$ cat src/rtl/issue_bus_buffer.sv
// rtl/issue_bus_buffer.sv - multi-lane in-order issue buffer with CDB wakeup
// Optional statistics outputs are enabled with ISSUE_BUS_STATS_EN.
module issue_bus_buffer #(
  parameter int XLEN   = 32,
  parameter int REG_W  = 6,
  parameter int META_W = 16,
  parameter int CH     = 2,
  parameter int DEPTH  = 8
) (
  input  logic                  clk,
  input  logic                  reset_n,
  input  logic                  flush,
  input  logic [CH-1:0]         in_valid,
  output logic                  in_ready,
  input  logic [CH*XLEN-1:0]    in_addr,
  input  logic [CH*XLEN-1:0]    in_imm,
  input  logic [CH*XLEN-1:0]    in_data_1,
  input  logic [CH*XLEN-1:0]    in_data_2,
  input  logic [CH-1:0]         in_valid_1,
  input  logic [CH-1:0]         in_valid_2,
  input  logic [CH*REG_W-1:0]   in_src_1,
  input  logic [CH*REG_W-1:0]   in_src_2,
  input  logic [CH*REG_W-1:0]   in_dest,
  input  logic [CH*META_W-1:0]  in_meta,
  output logic [CH*XLEN-1:0]    out_addr,
  output logic [CH*XLEN-1:0]    out_imm,
  output logic [CH*XLEN-1:0]    out_data_1,
  output logic [CH*XLEN-1:0]    out_data_2,
  output logic [CH-1:0]         out_valid_1,
  output logic [CH-1:0]         out_valid_2,
  output logic [CH*REG_W-1:0]   out_src_1,
  output logic [CH*REG_W-1:0]   out_src_2,
  output logic [CH*REG_W-1:0]   out_dest,
  output logic [CH*META_W-1:0]  out_meta,
  output logic [CH-1:0]         out_valid,
  input  logic [CH-1:0]         out_ready,
  input  logic                  cdb_valid,
  input  logic [REG_W-1:0]      cdb_tag,
  input  logic [XLEN-1:0]       cdb_data
`ifdef ISSUE_BUS_STATS_EN
  ,
  output logic [31:0]                  stat_stall_cnt,
  output logic [31:0]                  stat_issue_cnt,
  output logic [$clog2(DEPTH+1)-1:0]   stat_peak_occ
`endif
);

  localparam int PTR_W = (DEPTH > 1) ? $clog2(DEPTH) : 1;
  localparam int CNT_W = $clog2(DEPTH + 1);

  typedef struct packed {
    logic [XLEN-1:0]   addr;
    logic [XLEN-1:0]   imm;
    logic [XLEN-1:0]   data_1;
    logic [XLEN-1:0]   data_2;
    logic              valid_1;
    logic              valid_2;
    logic [REG_W-1:0]  src_1;
    logic [REG_W-1:0]  src_2;
    logic [REG_W-1:0]  dest;
    logic [META_W-1:0] meta;
  } entry_t;

  entry_t            mem_q [DEPTH];
  entry_t            mem_d [DEPTH];
  entry_t            in_ent [CH];
  entry_t            rd_ent [CH];
  logic [PTR_W-1:0]  head_q, head_d, tail_q, tail_d, wr_idx;
  logic [CNT_W-1:0]  count_q, count_d, k_push, k_pop;
  logic [CH-1:0]     push_en, pop_en;

  function automatic entry_t snoop(input entry_t e, input logic v,
                                   input logic [REG_W-1:0] tag, input logic [XLEN-1:0] d);
    entry_t r;
    r = e;
    if (v && tag != '0) begin
      if (!r.valid_1 && r.src_1 == tag) begin
        r.valid_1 = 1'b1;
        r.data_1  = d;
      end
      if (!r.valid_2 && r.src_2 == tag) begin
        r.valid_2 = 1'b1;
        r.data_2  = d;
      end
    end
    return r;
  endfunction

  // Registered occupancy only, so in_ready never depends on out_ready.
  assign in_ready = (CNT_W'(DEPTH) - count_q) >= CNT_W'(CH);

  always_comb begin
    for (int i = 0; i < CH; i++) begin
      in_ent[i].addr    = in_addr[i*XLEN +: XLEN];
      in_ent[i].imm     = in_imm[i*XLEN +: XLEN];
      in_ent[i].data_1  = in_data_1[i*XLEN +: XLEN];
      in_ent[i].data_2  = in_data_2[i*XLEN +: XLEN];
      in_ent[i].valid_1 = in_valid_1[i];
      in_ent[i].valid_2 = in_valid_2[i];
      in_ent[i].src_1   = in_src_1[i*REG_W +: REG_W];
      in_ent[i].src_2   = in_src_2[i*REG_W +: REG_W];
      in_ent[i].dest    = in_dest[i*REG_W +: REG_W];
      in_ent[i].meta    = in_meta[i*META_W +: META_W];
    end
  end

  // Leading-lane masks: the first lane that does not fire stops the group.
  always_comb begin
    push_en = '0;
    pop_en  = '0;
    k_push  = '0;
    k_pop   = '0;
    for (int i = 0; i < CH; i++) begin
      if (i == 0) begin
        push_en[i] = in_valid[i] & in_ready;
        pop_en[i]  = out_valid[i] & out_ready[i];
      end else begin
        push_en[i] = push_en[i-1] & in_valid[i];
        pop_en[i]  = pop_en[i-1] & out_valid[i] & out_ready[i];
      end
      k_push = k_push + CNT_W'(push_en[i]);
      k_pop  = k_pop + CNT_W'(pop_en[i]);
    end
  end

  always_comb begin
    wr_idx = '0;
    for (int e = 0; e < DEPTH; e++) begin
      mem_d[e] = snoop(mem_q[e], cdb_valid, cdb_tag, cdb_data);
    end
    for (int i = 0; i < CH; i++) begin
      wr_idx = tail_q + PTR_W'(i);
      if (push_en[i]) begin
        mem_d[wr_idx] = snoop(in_ent[i], cdb_valid, cdb_tag, cdb_data);
      end
    end
    if (flush) begin
      head_d  = '0;
      tail_d  = '0;
      count_d = '0;
    end else begin
      head_d  = head_q + PTR_W'(k_pop);
      tail_d  = tail_q + PTR_W'(k_push);
      count_d = count_q + k_push - k_pop;
    end
  end

  always_ff @(posedge clk or negedge reset_n) begin
    if (!reset_n) begin
      head_q  <= '0;
      tail_q  <= '0;
      count_q <= '0;
      for (int e = 0; e < DEPTH; e++) mem_q[e] <= '0;
    end else begin
      head_q  <= head_d;
      tail_q  <= tail_d;
      count_q <= count_d;
      for (int e = 0; e < DEPTH; e++) mem_q[e] <= mem_d[e];
    end
  end

  // Outputs read storage directly; a lane popped alongside a CDB hit leaves un-woken.
  always_comb begin
    for (int i = 0; i < CH; i++) begin
      rd_ent[i]                     = mem_q[head_q + PTR_W'(i)];
      out_valid[i]                  = CNT_W'(i) < count_q;
      out_addr[i*XLEN +: XLEN]      = rd_ent[i].addr;
      out_imm[i*XLEN +: XLEN]       = rd_ent[i].imm;
      out_data_1[i*XLEN +: XLEN]    = rd_ent[i].data_1;
      out_data_2[i*XLEN +: XLEN]    = rd_ent[i].data_2;
      out_valid_1[i]                = rd_ent[i].valid_1;
      out_valid_2[i]                = rd_ent[i].valid_2;
      out_src_1[i*REG_W +: REG_W]   = rd_ent[i].src_1;
      out_src_2[i*REG_W +: REG_W]   = rd_ent[i].src_2;
      out_dest[i*REG_W +: REG_W]    = rd_ent[i].dest;
      out_meta[i*META_W +: META_W]  = rd_ent[i].meta;
    end
  end

`ifdef ISSUE_BUS_STATS_EN
  logic [31:0]      stall_q, issue_q;
  logic [32:0]      issue_sum;
  logic [CNT_W-1:0] peak_q;

  assign issue_sum = {1'b0, issue_q} + 33'(k_pop);

  // Counters survive flush; only reset_n clears them.
  always_ff @(posedge clk or negedge reset_n) begin
    if (!reset_n) begin
      stall_q <= '0;
      issue_q <= '0;
      peak_q  <= '0;
    end else begin
      if (|in_valid && !in_ready && stall_q != '1) stall_q <= stall_q + 32'd1;
      if (!flush) issue_q <= issue_sum[32] ? '1 : issue_sum[31:0];
      if (count_q > peak_q) peak_q <= count_q;
    end
  end

  assign stat_stall_cnt = stall_q;
  assign stat_issue_cnt = issue_q;
  assign stat_peak_occ  = peak_q;
`endif

endmodule
$ cat config.mk
export PLATFORM = sky130hd
export DESIGN_NAME = issue_bus_buffer
export DESIGN_NICKNAME = d
export VERILOG_FILES = /design/src/rtl/issue_bus_buffer.sv
export SDC_FILE = /design/constraint.sdc
export NUM_CORES = 2
export LEC_CHECK = 0
export CORE_MARGIN = 2
export CORE_UTILIZATION = 40
export CTS_BUF_LIST = sky130_fd_sc_hd__clkbuf_8 sky130_fd_sc_hd__clkbuf_16
export DETAILED_ROUTE_END_ITERATION = 6
export HOLD_SLACK_MARGIN = 0.1
export PLACE_DENSITY = 0.67
export SYNTH_ARGS = -nofsm -noshare
export SYNTH_HDL_FRONTEND = slang
export SYNTH_SLANG_ARGS = --single-unit
$ cat constraint.sdc
create_clock -name clk -period 5.45 [get_ports clk]
set_input_delay 0.545 -clock clk [delete_from_list [all_inputs] [get_ports clk]]
set_output_delay 0.545 -clock clk [all_outputs]
set_load 0.02 [all_outputs]
==> impl_metrics.prom <==
# TYPE chip_impl_metric gauge
chip_impl_metric{name="edff_count_synth",unit=""} 0
chip_impl_metric{name="design.core.area",unit="um2"} 214000
chip_impl_metric{name="layout-area-overhead-vs-synth",unit="%"} 15.9
chip_impl_info{name="run_status",value="finished, violations left"} 1
chip_impl_metric{name="cts-htree-levels",unit=""} 4
chip_impl_info{name="tritoncts",value="done"} 1
chip_impl_metric{name="initial_cell_density_of_the_core",unit="%"} 40.1
chip_impl_metric{name="io_buffer_count",unit=""} 704
chip_impl_metric{name="grt_util_all_layers",unit="%"} 33.4
chip_impl_metric{name="final_layout_size_suffix_gt1_share",unit="%"} 21.3
chip_impl_info{name="worst-setup-path-type",value="flop to primary output"} 1
chip_impl_metric{name="worst-slew-pin-transition",unit="ns"} 1.41
chip_impl_metric{name="die_area",unit="um2"} 218000
chip_impl_metric{name="number_of_drc_markers_in_iteration_0",unit=""} 12300
chip_impl_metric{name="powerDensity",unit="nW/um2"} 701
chip_impl_metric{name="critPathArrivalTime",unit="ns"} 4.60
chip_impl_metric{name="core.rowCount",unit=""} 170
chip_impl_metric{name="count_of_mapped_cells_out_of_synthesis",unit=""} 8664
chip_impl_metric{name="max-vdd-ir-drop",unit="V"} 0.000530
chip_impl_metric{name="first_global_vias",unit=""} 81000
chip_impl_metric{name="report.final.setup_viol",unit=""} 0
chip_impl_info{name="rsz0062_at_grt",value="false"} 1
chip_impl_metric{name="slew_limit_headroom",unit="%"} 6.03
chip_impl_metric{name="worst-path-max-fanout",unit=""} 37
chip_impl_info{name="mostFrequentLayoutCells",value="1578 x sky130_fd_sc_hd__nand2_1, 1319 x sky130_fd_sc_hd__dfrtp_1, 884 x sky130_fd_sc_hd__nor2_1, 786 x sky130_fd_sc_hd__a31oi_1, 703 x sky130_fd_sc_hd__clkdlybuf4s50_1"} 1
chip_impl_info{name="min-delay-path-class",value="input pin to asynchronous set/reset pin"} 1
chip_impl_metric{name="first_pass_grt_wire_length",unit="um"} 546000
chip_impl_metric{name="fin_crit_sh",unit="%"} 94.4
chip_impl_metric{name="dieWidth",unit="um"} 467
chip_impl_metric{name="max-cap-violations",unit=""} 0
chip_impl_metric{name="deepest_clock_path_buffer_count",unit=""} 3
chip_impl_metric{name="final-seq-area",unit="um2"} 33100
chip_impl_metric{name="yosys_register_bits",unit=""} 1322
chip_impl_info{name="path_cells",value="ha_4, buf_12, buf_4, mux4_2, mux2_2, clkdlybuf4s50_1"} 1
chip_impl_metric{name="synth_cell_area",unit="um2"} 85900
chip_impl_metric{name="multiInputGateArea",unit="um2"} 48200
chip_impl_metric{name="final-hold-violation-count",unit=""} 0
chip_impl_metric{name="worst_case_clock_skew",unit="ns"} 0.0584
chip_impl_metric{name="final_net_count",unit=""} 8899
chip_impl_metric{name="clock_latency_of_the_later_clocked_register_in_the_worst_skew_pair",unit="ns"} 0.87
chip_impl_metric{name="hpwlAfterDp",unit="um"} 213000
chip_impl_metric{name="drt_pre_antenna_iters",unit=""} 7
chip_impl_info{name="critical_path.endpoint_type",value="primary output"} 1
chip_impl_info{name="timing.critical_path.slowest_stage_cell",value="sky130_fd_sc_hd__ha_4"} 1
chip_impl_metric{name="fp.dieH",unit="um"} 467
chip_impl_metric{name="viasPerCell",unit=""} 7.06
chip_impl_metric{name="report.final.slew_viol_count",unit=""} 0
chip_impl_metric{name="postSynthAreaPerCell",unit="um2"} 9.91
chip_impl_info{name="timing.rr.start",value="count_q[1]$_DFF_PN0_"} 1
chip_impl_metric{name="numCtsBuffers",unit=""} 157
chip_impl_metric{name="synth_async_sr_flop_share",unit="%"} 100
chip_impl_metric{name="critical_path_buf_inv_count",unit=""} 3
chip_impl_metric{name="synth-warning-count",unit=""} 0
chip_impl_info{name="cp-start-kind",value="flop"} 1
chip_impl_metric{name="via_count_of_the_routed_design",unit=""} 81400
chip_impl_metric{name="synth_seq_area_share",unit="%"} 38.5
chip_impl_metric{name="grt_max_degree",unit=""} 181
chip_impl_metric{name="cts.sink_count",unit=""} 1322
chip_impl_metric{name="overflow",unit=""} 0
chip_impl_metric{name="timing.reg2reg.worst_path_depth",unit=""} 10
chip_impl_metric{name="antenna_found_initial",unit=""} 89
chip_impl_metric{name="routed_wire_length_per_instance",unit="um"} 32.4
chip_impl_metric{name="worst_path_largest_cell_delay",unit="ns"} 0.90
chip_impl_info{name="critical_path.top_delay_family",value="buffers and inverters"} 1
chip_impl_metric{name="drt-total-wl",unit="um"} 374000
chip_impl_metric{name="highest_attainable_clock_frequency",unit="MHz"} 194
chip_impl_metric{name="ys_types",unit=""} 51
chip_impl_info{name="violated_checks",value="DRC"} 1
chip_impl_info{name="mostFrequentLayoutCell",value="sky130_fd_sc_hd__nand2_1"} 1
chip_impl_metric{name="r2r_slack",unit="ns"} 1.00
chip_impl_metric{name="antenna_left",unit=""} 0
chip_impl_metric{name="overall_power_after_layout",unit="mW"} 69.7
chip_impl_info{name="clock-root-buffer",value="sky130_fd_sc_hd__clkbuf_16"} 1
chip_impl_metric{name="drt_drc_violations_left",unit=""} 1
chip_impl_info{name="ys.flop_type",value="sky130_fd_sc_hd__dfrtp_1"} 1
chip_impl_info{name="end_of_the_worst_register_to_register_path",value="mem_q[1131]$_DFF_PN0_"} 1
chip_impl_metric{name="cellLeakagePower",unit="nW"} 38.2
chip_impl_metric{name="synthesis.nets",unit=""} 9054
chip_impl_metric{name="num_io_pins",unit=""} 705
chip_impl_metric{name="setup_tns",unit="ns"} 0
chip_impl_metric{name="cp.required",unit="ns"} 4.91
chip_impl_metric{name="fillerInstances",unit=""} 19400
chip_impl_metric{name="path_clk_slew",unit="ns"} 0.06
chip_impl_metric{name="layout_min_cycle_time",unit="ns"} 5.14
chip_impl_metric{name="routabilityCongestion",unit=""} 0.920
==> logic make-up after synthesis <==
logic type / synth area share, %
adders and majority gates: 0.268
DFF: 38.5
muxes: 21.7
xor gates and xnor gates: 1.33
and+or+nand+nor: 11.6
AOI/OAI and AO/OA: 20.8
buffers and inverters: 5.82
==> repair_timing <==
action                                 in CTS  in global routing
hold buffers                                1                  0
endpoints found under the hold margin      92                  0
gates resized for setup                     0                  0
buffers inserted                            0                  0
==> routing by layer <==
metal,GRT usage [%],up-vias,part of all wire [%]
li1,-,32100,-
met1,41.9,40500,35
met2,47.9,7046,43
met3,12.2,1609,15
met4,22.8,66,7.2
met5,0.307,-,0.13
==> registers in the layout, indices dropped and copies added (netlist names) <==
| signal | flops |
|---|---|
| count_q | 4 |
| head_q | 3 |
| mem_q | 1312 |
| tail_q | 3 |
==> how the worst max path moves through the flow <==
| stage | startpoint | end | slack (ns) | depth (start not counted) |
|---|---|---|---|---|
| 2_1_floorplan | count_q[1]$_DFF_PN0_ | count_q[3]$_DFF_PN0_ | 2.35 | 14 |
| 3_3_place_gp | cdb_tag[3] | mem_q[1025]$_DFF_PN0_ | 1.05 | 9 |
| 3_5_place_dp | cdb_tag[5] | mem_q[1073]$_DFF_PN0_ | 0.97 | 9 |
| 4_1_cts | head_q[1]$_DFF_PN0_ | out_src_2[6] | 0.24 | 6 |
| 5_1_grt | head_q[1]$_DFF_PN0_ | out_addr[33] | 0.19 | 5 |
| 6_report | head_q[1]$_DFF_PN0_ | out_src_2[6] | 0.31 | 6 |
==> where the power goes <==
| part | internal, mW | switching (mW) | total [mW] |
|---|---|---|---|
| Combinational | 20.4 | 20.4 | 40.8 |
| Clock | 6.09 | 4.71 | 10.8 |
| Sequential | 14.3 | 3.79 | 18.1 |
| Total | 40.8 | 28.9 | 69.7 |
==> per-stage QoR <==
step	instance area (um2)	hold WS (ns)	std cells	util [%]	setup WS, ns
3_3_place_gp	94100	0.538	11200	44.0	1.05
6_report	99500	0.368	11500	46.5	0.308
3_5_place_dp	94100	0.548	11200	44.0	0.966
4_1_cts	99300	0.349	11500	46.4	0.236
2_1_floorplan	85900	0.249	8664	-	2.35
5_1_grt	99500	0.406	11500	46.5	0.185
==> cell type report <==
| class | instances | share of cell area [%] |
|---|---|---|
| repair buffers | 891 | 9.27 |
| well taps | 2838 | 3.57 |
| flip-flops and latches | 1322 | 33.3 |
| diodes | 63 | 0.158 |
| inverters | 12 | 0.0453 |
| clock inverters | 83 | 0.741 |
| clock buffers | 194 | 4.47 |
| multi-input cells | 6125 | 48.5 |
==> worst reg2reg max path: stages, from the launching register on <==
cell,delay [ns]
sky130_fd_sc_hd__dfrtp_1,0.40
sky130_fd_sc_hd__inv_1,0.11
sky130_fd_sc_hd__ha_1,0.22
sky130_fd_sc_hd__xnor2_1,0.29
sky130_fd_sc_hd__nor3_4,0.05
sky130_fd_sc_hd__buf_4,0.24
sky130_fd_sc_hd__nand2_1,0.81
sky130_fd_sc_hd__nand3_4,1.24
sky130_fd_sc_hd__buf_12,0.68
sky130_fd_sc_hd__nor2_1,0.20
sky130_fd_sc_hd__a31oi_1,0.06
==> synth_stat cells, types with 18 or more instances <==
cell type	count	area, um2
sky130_fd_sc_hd__nand2_1	1594	5980
sky130_fd_sc_hd__dfrtp_1	1322	33100
sky130_fd_sc_hd__nor2_1	884	3320
sky130_fd_sc_hd__a31oi_1	786	4920
sky130_fd_sc_hd__clkbuf_1	756	2840
sky130_fd_sc_hd__mux4_2	656	14800
sky130_fd_sc_hd__o21ai_0	532	2660
sky130_fd_sc_hd__o211ai_1	512	3840
sky130_fd_sc_hd__mux2_2	338	3810
sky130_fd_sc_hd__o221a_2	325	3660
sky130_fd_sc_hd__buf_1	265	995
sky130_fd_sc_hd__o221a_1	187	2110
sky130_fd_sc_hd__buf_2	115	576
sky130_fd_sc_hd__xor2_1	111	972
sky130_fd_sc_hd__clkbuf_2	32	160
sky130_fd_sc_hd__buf_6	29	327
sky130_fd_sc_hd__nor4_1	20	125
sky130_fd_sc_hd__xnor2_1	19	166
sky130_fd_sc_hd__nand3_1	18	90.1
Note: power is estimated with default switching activity, not from simulation.
